[src/rtl/ps2_mouse_pkg.sv]
// Shared constants and state encoding for the PS/2 mouse bring-up logic.
package ps2_mouse_pkg;

   // Host-to-mouse commands
   localparam logic [7:0] CMD_RESET    = 8'hFF;
   localparam logic [7:0] CMD_SET_RATE = 8'hF3;
   localparam logic [7:0] CMD_SET_RES  = 8'hE8;
   localparam logic [7:0] CMD_ENABLE   = 8'hF4;

   // Mouse-to-host responses
   localparam logic [7:0] RSP_ACK      = 8'hFA;
   localparam logic [7:0] RSP_RESEND   = 8'hFE;
   localparam logic [7:0] RSP_BAT_OK   = 8'hAA;
   localparam logic [7:0] RSP_ID       = 8'h00;

   // Command list runs over steps 0..LAST_STEP
   typedef logic [2:0] step_t;
   localparam step_t LAST_STEP = 3'd5;

   // State encoding
   localparam int unsigned STATE_W = 4;

   typedef enum logic [STATE_W-1:0] {
      StIdle    = 4'd0,
      StSend    = 4'd1,
      StWaitTx  = 4'd2,
      StWaitAck = 4'd3,
      StWaitBat = 4'd4,
      StWaitId  = 4'd5,
      StNext    = 4'd6,
      StDone    = 4'd7,
      StError   = 4'd8
   } state_e;

endpackage

[src/rtl/ps2_watchdog_timer.sv]
// Loadable down-counter; expired is high while enabled and the count sits at zero.
module ps2_watchdog_timer #(
   parameter int unsigned WIDTH = 8
) (
   input  logic             clk,
   input  logic             rst,
   input  logic             load,
   input  logic [WIDTH-1:0] load_val,
   input  logic             en,
   output logic             expired
);

   logic [WIDTH-1:0] count;

   // Load has priority; otherwise count down while enabled, saturating at zero
   always_ff @(posedge clk) begin
      if (rst) begin
         count <= '0;
      end else if (load) begin
         count <= load_val;
      end else if (en && (count != '0)) begin
         count <= count - WIDTH'(1);
      end
   end

   assign expired = en && (count == '0);

endmodule

[src/rtl/ps2_mouse_init_sequencer.sv]
// Drives the PS/2 mouse through reset, rate/resolution setup and stream enable,
// checking every response with a timeout and a bounded retry budget.
module ps2_mouse_init_sequencer
   import ps2_mouse_pkg::*;
#(
   parameter logic [7:0]  SAMPLE_RATE = 8'd100,
   parameter logic [7:0]  RESOLUTION  = 8'd2,
   parameter int unsigned ACK_TIMEOUT = 100_000,
   parameter int unsigned BAT_TIMEOUT = 50_000_000,
   parameter int unsigned MAX_RETRY   = 3
) (
   input  logic       clk,
   input  logic       rst,
   input  logic       start,
   input  logic [7:0] rx_data,
   input  logic       rx_done_tick,
   input  logic       tx_done_tick,
   output logic       wr_ps2,
   output logic [7:0] tx_data,
   output logic       busy,
   output logic       init_done,
   output logic       init_error,
   output logic [3:0] retry_cnt
);

   localparam int unsigned TMR_MAX = (ACK_TIMEOUT > BAT_TIMEOUT) ? ACK_TIMEOUT : BAT_TIMEOUT;
   localparam int unsigned TMR_W   = $clog2(TMR_MAX + 1);
   localparam logic [3:0]  RETRY_LIMIT = 4'(MAX_RETRY);

   state_e           state;
   step_t            step;
   logic             tmr_load;
   logic [TMR_W-1:0] tmr_val;
   logic             tmr_en;
   logic             expired;
   logic             resend;
   logic             bad_rsp;
   logic             timed_out;
   logic             do_restart;

   function automatic logic [7:0] cmd_of(input step_t s);
      logic [7:0] c;
      case (s)
         3'd0:    c = CMD_RESET;
         3'd1:    c = CMD_SET_RATE;
         3'd2:    c = SAMPLE_RATE;
         3'd3:    c = CMD_SET_RES;
         3'd4:    c = RESOLUTION;
         default: c = CMD_ENABLE;
      endcase
      return c;
   endfunction

   ps2_watchdog_timer #(
      .WIDTH(TMR_W)
   ) u_timer (
      .clk     (clk),
      .rst     (rst),
      .load    (tmr_load),
      .load_val(tmr_val),
      .en      (tmr_en),
      .expired (expired)
   );

   assign tmr_en = state inside {StWaitTx, StWaitAck, StWaitBat, StWaitId};

   // Timer reloads on entry to each wait state; only the reset ACK arms the long BAT wait
   always_comb begin
      tmr_load = 1'b0;
      tmr_val  = TMR_W'(ACK_TIMEOUT);
      case (state)
         StSend:    tmr_load = 1'b1;
         StWaitTx:  tmr_load = tx_done_tick;
         StWaitAck: begin
            if (rx_done_tick && (rx_data == RSP_ACK) && (step == '0)) begin
               tmr_load = 1'b1;
               tmr_val  = TMR_W'(BAT_TIMEOUT);
            end
         end
         StWaitBat: tmr_load = rx_done_tick && (rx_data == RSP_BAT_OK);
         default:   tmr_load = 1'b0;
      endcase
   end

   // Classify failures; a tick arriving on the expiry cycle beats the timeout
   always_comb begin
      resend    = 1'b0;
      bad_rsp   = 1'b0;
      timed_out = 1'b0;
      case (state)
         StWaitTx:  timed_out = !tx_done_tick && expired;
         StWaitAck: begin
            if (rx_done_tick) begin
               resend  = (rx_data == RSP_RESEND);
               bad_rsp = (rx_data != RSP_ACK) && (rx_data != RSP_RESEND);
            end else begin
               timed_out = expired;
            end
         end
         StWaitBat: begin
            if (rx_done_tick) bad_rsp = (rx_data != RSP_BAT_OK);
            else              timed_out = expired;
         end
         StWaitId: begin
            if (rx_done_tick) bad_rsp = (rx_data != RSP_ID);
            else              timed_out = expired;
         end
         default: ;
      endcase
   end

   assign do_restart = bad_rsp || timed_out;

   // Main sequencer; wr_ps2/tx_data are registered on every transition into SEND
   always_ff @(posedge clk) begin
      if (rst) begin
         state     <= StIdle;
         step      <= '0;
         retry_cnt <= '0;
         wr_ps2    <= 1'b0;
         tx_data   <= 8'h00;
      end else begin
         wr_ps2 <= 1'b0;
         if (resend || do_restart) begin
            if (retry_cnt == RETRY_LIMIT) begin
               state <= StError;
            end else begin
               retry_cnt <= retry_cnt + 4'd1;
               step      <= resend ? step : '0;
               tx_data   <= cmd_of(resend ? step : '0);
               wr_ps2    <= 1'b1;
               state     <= StSend;
            end
         end else begin
            case (state)
               StIdle, StDone, StError: begin
                  if (start) begin
                     step      <= '0;
                     retry_cnt <= '0;
                     tx_data   <= cmd_of('0);
                     wr_ps2    <= 1'b1;
                     state     <= StSend;
                  end
               end
               StSend:    state <= StWaitTx;
               StWaitTx:  if (tx_done_tick) state <= StWaitAck;
               // Only an ACK gets this far; other bytes were handled above
               StWaitAck: if (rx_done_tick) state <= (step == '0) ? StWaitBat : StNext;
               StWaitBat: if (rx_done_tick) state <= StWaitId;
               StWaitId:  if (rx_done_tick) state <= StNext;
               StNext: begin
                  if (step == LAST_STEP) begin
                     state <= StDone;
                  end else begin
                     step    <= step + 3'd1;
                     tx_data <= cmd_of(step + 3'd1);
                     wr_ps2  <= 1'b1;
                     state   <= StSend;
                  end
               end
               default: state <= StIdle;
            endcase
         end
      end
   end

   assign busy       = !(state inside {StIdle, StDone, StError});
   assign init_done  = (state == StDone);
   assign init_error = (state == StError);

endmodule

[config.mk]
export PLATFORM = sky130hd
export DESIGN_NAME = ps2_mouse_init_sequencer
export DESIGN_NICKNAME = d
export VERILOG_FILES = /design/src/rtl/ps2_mouse_pkg.sv /design/src/rtl/ps2_watchdog_timer.sv /design/src/rtl/ps2_mouse_init_sequencer.sv
export SDC_FILE = /design/constraint.sdc
export NUM_CORES = 1
export LEC_CHECK = 0
export BUFFER_PORTS_ARGS = -buffer_cell sky130_fd_sc_hd__buf_2
export CAP_MARGIN = 20
export CORE_AREA = 2 2 79 81
export DETAILED_ROUTE_END_ITERATION = 7
export DIE_AREA = 0 0 81 83
export GPL_TIMING_DRIVEN = 0
export PLACE_DENSITY = 0.62
export SKIP_LAST_GASP = 1
export SYNTH_ARGS = -nofsm -noshare
export SYNTH_HDL_FRONTEND = slang
export SYNTH_SLANG_ARGS = --single-unit
export TNS_END_PERCENT = 20
[constraint.sdc]
create_clock -name clk -period 3.35 [get_ports clk]
set_input_delay 0.67 -clock clk [delete_from_list [all_inputs] [get_ports clk]]
set_output_delay 0.67 -clock clk [all_outputs]
set_load 0.1 [all_outputs]
After elaboration in Yosys (flattened, before gate mapping)
Index checks and enable logic that the tools add are counted.

storage, ports and cells
  logic and storage cells = 115
  output and inout bits = 16
  register bits = 46

operators by class
  $add $sub $neg = 3
  equality and inequality tests = 31
  reduce and logical (&&, ||, !) cells = 29
  multiplexer cells = 46

operators with widths
  kind                   count
  $mux 26                4
  $pmux 8 s5             2
  $mux 4                 11
  $mux 8                 4
  $pmux 4 s7             1
  $logic_not 26->1       1
  $reduce_bool 26->1     1
  $sub 26x1->26 const B  1
  $eq 8x8->1 const B     3
  $ne 8x8->1 const B     3
  $mux 3                 6
  $eq 4x3->1 const B     4
  $pmux 8 s2             1
  $eq 3x2->1 const B     4
  $eq 4x2->1 const B     3
  $ne 3x2->1 const B     4
  $mux 1                 11
  $eq 3x3->1 const B     3
  $logic_not 3->1        3
  $reduce_bool 8->1      1
  $logic_and 1x1->1      7
  $eq 3x1->1 const B     2
  $ne 3x3->1 const B     2
  $pmux 3 s2             1
  19 further kinds       26

Depth between registers and ports, before layout
  depth in word-level cells = 9
  depth in mapped cells = 10

Hierarchy
Synthesis repeated with hierarchy kept, for this count alone.

second synthesis, totals
  cell total of the unflattened synthesis = 379
  area, all modules = 3011.6 um2

modules (own cells, without submodules)
  module                    seq. area each (um2)  area an instance (um2)  instances  cells each
  ps2_watchdog_timer        520.5                 1575.3                  1          192
  ps2_mouse_init_sequencer  380.4                 1436.4                  1          187

Worst setup path after synthesis
OpenSTA, ideal clock, no wires.

  kind = register -> register
  start = register state[0]
  end = register state[2]
  arrival time = 3.250 ns
  slack = 0.043 ns
  stages on the path, launching flop included = 9
  cell sequence = dfxtp_1 -> buf_2 -> nor3_1 -> a31oi_1 -> nor2_1 -> or2_1 -> or4_1 -> a21oi_1 -> a21o_1

between the ends
  cells in the longest elaborated chain, start to end = 9

RTL lines
  item                                                RTL line                                                                                         source
  start: declaration                                  ps2_mouse_init_sequencer.sv:30                                                                   state_e state;
  start signal: assignment                            ps2_mouse_init_sequencer.sv:117                                                                  state <= StIdle;
  start signal: assignment                            ps2_mouse_init_sequencer.sv:126                                                                  state <= StError;
  start signal: assignment                            ps2_mouse_init_sequencer.sv:132                                                                  state <= StSend;
  $eq 4x2->1 or $eq 4x3->1 (tied branches)            ps2_mouse_init_sequencer.sv:65, ps2_mouse_init_sequencer.sv:90, ps2_mouse_init_sequencer.sv:135
  $reduce_bool 4->1                                   ps2_mouse_init_sequencer.sv:65                                                                   assign tmr_en = state inside {StWaitTx, StWaitAck, StWaitBat, StWaitId};
  $logic_and 1x1->1                                   ps2_watchdog_timer.sv:26                                                                         assign expired = en && (count == '0);
  $mux 1 or $logic_and 1x1->1 (tied branches)         -
  $pmux 1 s2                                          ps2_mouse_init_sequencer.sv:90                                                                   case (state)
  $logic_or 1x1->1                                    ps2_mouse_init_sequencer.sv:112                                                                  assign do_restart = bad_rsp || timed_out;
  $logic_or 1x1->1                                    ps2_mouse_init_sequencer.sv:124                                                                  if (resend || do_restart) begin
  $ne 3x2->1 (no line) or $ne 3x3->1 (tied branches)  -
  $reduce_and 5->1 (no line)                          -

Parallel ways exist; a longest one is shown, timed or not.
A chain may end at the register's enable or synchronous reset.

Worst setup path after layout
  start = register state[1]
  end = output port init_error

between the ends
  cells in the longest elaborated chain, start to end = 1

RTL lines
  item              RTL line                         source
  $eq 4x4->1        ps2_mouse_init_sequencer.sv:169  assign init_error = (state == StError);
  end: declaration  ps2_mouse_init_sequencer.sv:22   output logic init_error,

No other way between the ends.

==> impl_metrics.py <==
metrics = {
    "outcome": {
        "status": "completed",
    },
    "synth": {
        "synth_cell_type_count": 65,
        "ys_async_sr_fraction_pct": 0,
        "synth-edff-count": 0,
        "ys_warn_count": 0,
        "yosysSeqAreaShare_pct": 32.56,
        "ys_seq_elements": 45,
        "syn_inst": 327,
        "synth_most_common_cell": "dfxtp_1",
        "synthTopCellsByArea": "dfxtp_1 33%, xnor2_1 5.7%, ha_1 4.5%",
        "syn_area_per_cell_um2": 8.460,
        "synth_top_area_share_pct": 32.56,
        "netlist_top_cells_count": "45 x dfxtp_1, 30 x nor2_1, 23 x nand2_1",
        "syn_area_mm2": 0.002766,
        "synth_area_leader_cell": "dfxtp_1",
        "ys.flop_type": "dfxtp_1",
        "synth_fp_nets": 350,
    },
    "global_route": {
        "grt_pass1_vias": 2318,
        "grt_max_degree": 16,
        "grt_usage_pct": 19.78,
        "grt_pass1_wl_mm": 10.72,
        "overflow": 0,
        "antenna_found_initial": 0,
    },
    "clock_network": {
        "cts.reportedPaths.clkPinSlew_ns": 0.09,
        "clock_sinks": 45,
        "clk_latency_ns": 0.31,
        "clk_path_buf_depth": 2,
        "post_cts_buffers": 0,
        "cts-root-buf": "clkbuf_8",
        "cts_tree": "yes",
        "post_cts_resized": 0,
        "hold_buffers": 0,
        "htreeDepth": 2,
        "cts_buffers": 5,
    },
    "layout": {
        "stdcell_area_mm2": 0.003085,
        "final_nets": 384,
        "syn_to_final_growth_pct": 11.53,
        "drive_gt1_share_pct": 17.40,
        "n_antenna_cell": 0,
        "fin_util_pct": 53.06,
    },
    "sta": {
        "setup_tns_ns": 0,
        "fmax_mhz": 418.3,
        "rsz0062_at_grt": "no",
        "fin_skew_ns": 0.008506,
        "post-route-period-util_pct": 71.37,
        "worst_hold_slack_ns": 0.4652,
        "relSlewSlack_pct": 60.01,
        "setup_violations": 0,
        "maxSlewViolCount": 0,
        "worst_slew_pin_slew_ns": 0.5958,
        "hold_viol_final": 0,
        "fin_crit_ns": 2.391,
    },
    "setup_path": {
        "cp-end-kind": "output port",
        "reg2reg_depth": 9,
        "worst-path-stages": 4,
        "worst-setup-path-type": "reg2out",
        "critPathSlowestCell": "buf_2",
        "crit_required_ns": 2.68,
        "arrival_ns": 1.72,
        "critPathMaxStageDelay_ns": 0.42,
        "startpoint_type": "flop",
        "worstPathMaxFanout": 10,
        "crit_chain": "buf_2 -> nor3_1 -> and2_1 -> buf_2",
        "crit_family": "buffers and inverters",
        "r2r_start": "step[0]",
        "startpoint": "state[1]",
        "crit_path_frequent_cell": "buf_2",
        "cp_num_buf_inv": 2,
    },
    "power_and_ir_drop": {
        "leakage_uw": 0.001180,
        "cellPowerDensity_mw_per_mm2": 937.6,
        "vdd_drop_max_v": 0.0007419,
    },
    "floorplanning": {
        "die_w_um": 81,
        "rows": 28,
        "io_pins": 29,
        "core_area_mm2": 0.005816,
        "die_h_um": 83,
        "dieArea_mm2": 0.006723,
        "initial_utilization_pct": 47.57,
    },
    "hold_path": {
        "hold_start": "u_timer.count[8]",
        "hold-path-cell-count": 2,
        "worstHoldPathType": "reg2reg",
    },
    "placement": {
        "hpwl_mm": 4.667,
        "io_buffers": 27,
        "placed_area_mm2": 0.002995,
        "place.gp.congestion": 0.8436,
    },
    "drt": {
        "wire_per_inst_um": 14.39,
        "routed_wl_mm": 6.287,
        "num_vias": 2407,
        "drtPass1Iterations": 4,
        "ant_nets": 0,
        "drtIter0Drc": 83,
        "drc_errors": 0,
        "vias_per_cell": 5.508,
    },
    "run": {
        "cap_violations": 0,
    },
}
power by group:
group	internal (uW)	switching (uW)
clock network	148	204
logic	582	1130
registers	685	144
total	1420	1480
metrics by stage:
step                setup slack [ns]  total power [uW]  cells
floorplan                    0.04327              2263    327
detailed placement            0.7208              2551    429
global route                  0.8255              3103    437
global placement              0.7077              2540    429
CTS                           0.9597              2916    437
finish                        0.9591              2893    437
final timing paths:
check | end | slack, ns
max | init_error | 0.96
min | u_timer.count[8] | 0.47
max reg2reg | u_timer.count[25] | 0.98
min reg2reg | u_timer.count[8] | 0.47
per-layer routing:
metal	part of all wire, %	track usage, %	vias to the layer above
met5	0	0	-
met3	2.4	3.587	9
met4	1.4	5.239	0
met2	53	35.76	33
li1	-	-	1231
met1	44	23.44	1134
final cells by class:
class / instances / area [um2]
well taps: 75 / 93.84
repair buffers: 27 / 135.1
plain buffers: 16 / 78.83
multi-input cells: 260 / 1764
clock inverters: 3 / 21.27
clock buffers: 5 / 68.82
flip-flops and latches: 45 / 900.9
inverters: 6 / 22.52
fillers: 591 / 2730
worst reg2reg max path, stage by stage, from the launching register on:
cell and delay (ns):
dfxtp_1 0.37, clkbuf_1 0.30, inv_1 0.21, ha_1 0.23, nor2b_1 0.15, nand4b_1 0.13, nand2b_1 0.15, or2_2 0.34
clkbuf_1 0.24, o21ai_1 0.19
flip-flops by register name, summed over array words and instances, names as in the netlist:
name / count
wr_ps2: 1
u_timer.count: 26
state: 4
retry_cnt: 4
tx_data: 7
step: 3
placed cells by master, fill, tap and decap left out, types with 4 or more instances in the layout:
master | netlist | final
nand2b_1 | 14 | 14
nand2_1 | 23 | 23
o21ai_0 | 21 | 21
or2_2 | 4 | 4
inv_1 | 6 | 6
nand3_1 | 8 | 8
a21boi_0 | 4 | 4
nor2b_1 | 8 | 8
a21oi_1 | 20 | 20
xnor2_1 | 18 | 18
nor2_1 | 30 | 30
a211oi_1 | 6 | 6
dfxtp_1 | 45 | 45
clkbuf_8 | 0 | 5
mux2i_1 | 5 | 5
ha_1 | 10 | 10
buf_2 | 3 | 30
o21ai_1 | 8 | 8
nor3_1 | 11 | 11
clkbuf_1 | 10 | 10
xor2_1 | 10 | 10
cell families (layout without fill, tap and decap cells):
family                   count (synthesis)  count (layout)  synth area share (%)
AO/OA/AOI/OAI                           82              82                 18.95
flip-flops                              45              45                 32.56
multiplexers                             7               7                 2.623
AND/OR/NAND/NOR                        133             133                 28.81
buffers and inverters                   22              57                 3.663
adder cells (fa/ha/maj)                 10              10                 4.523
XOR/XNOR                                28              28                 8.865
Note: power is estimated with default switching activity, not from simulation.
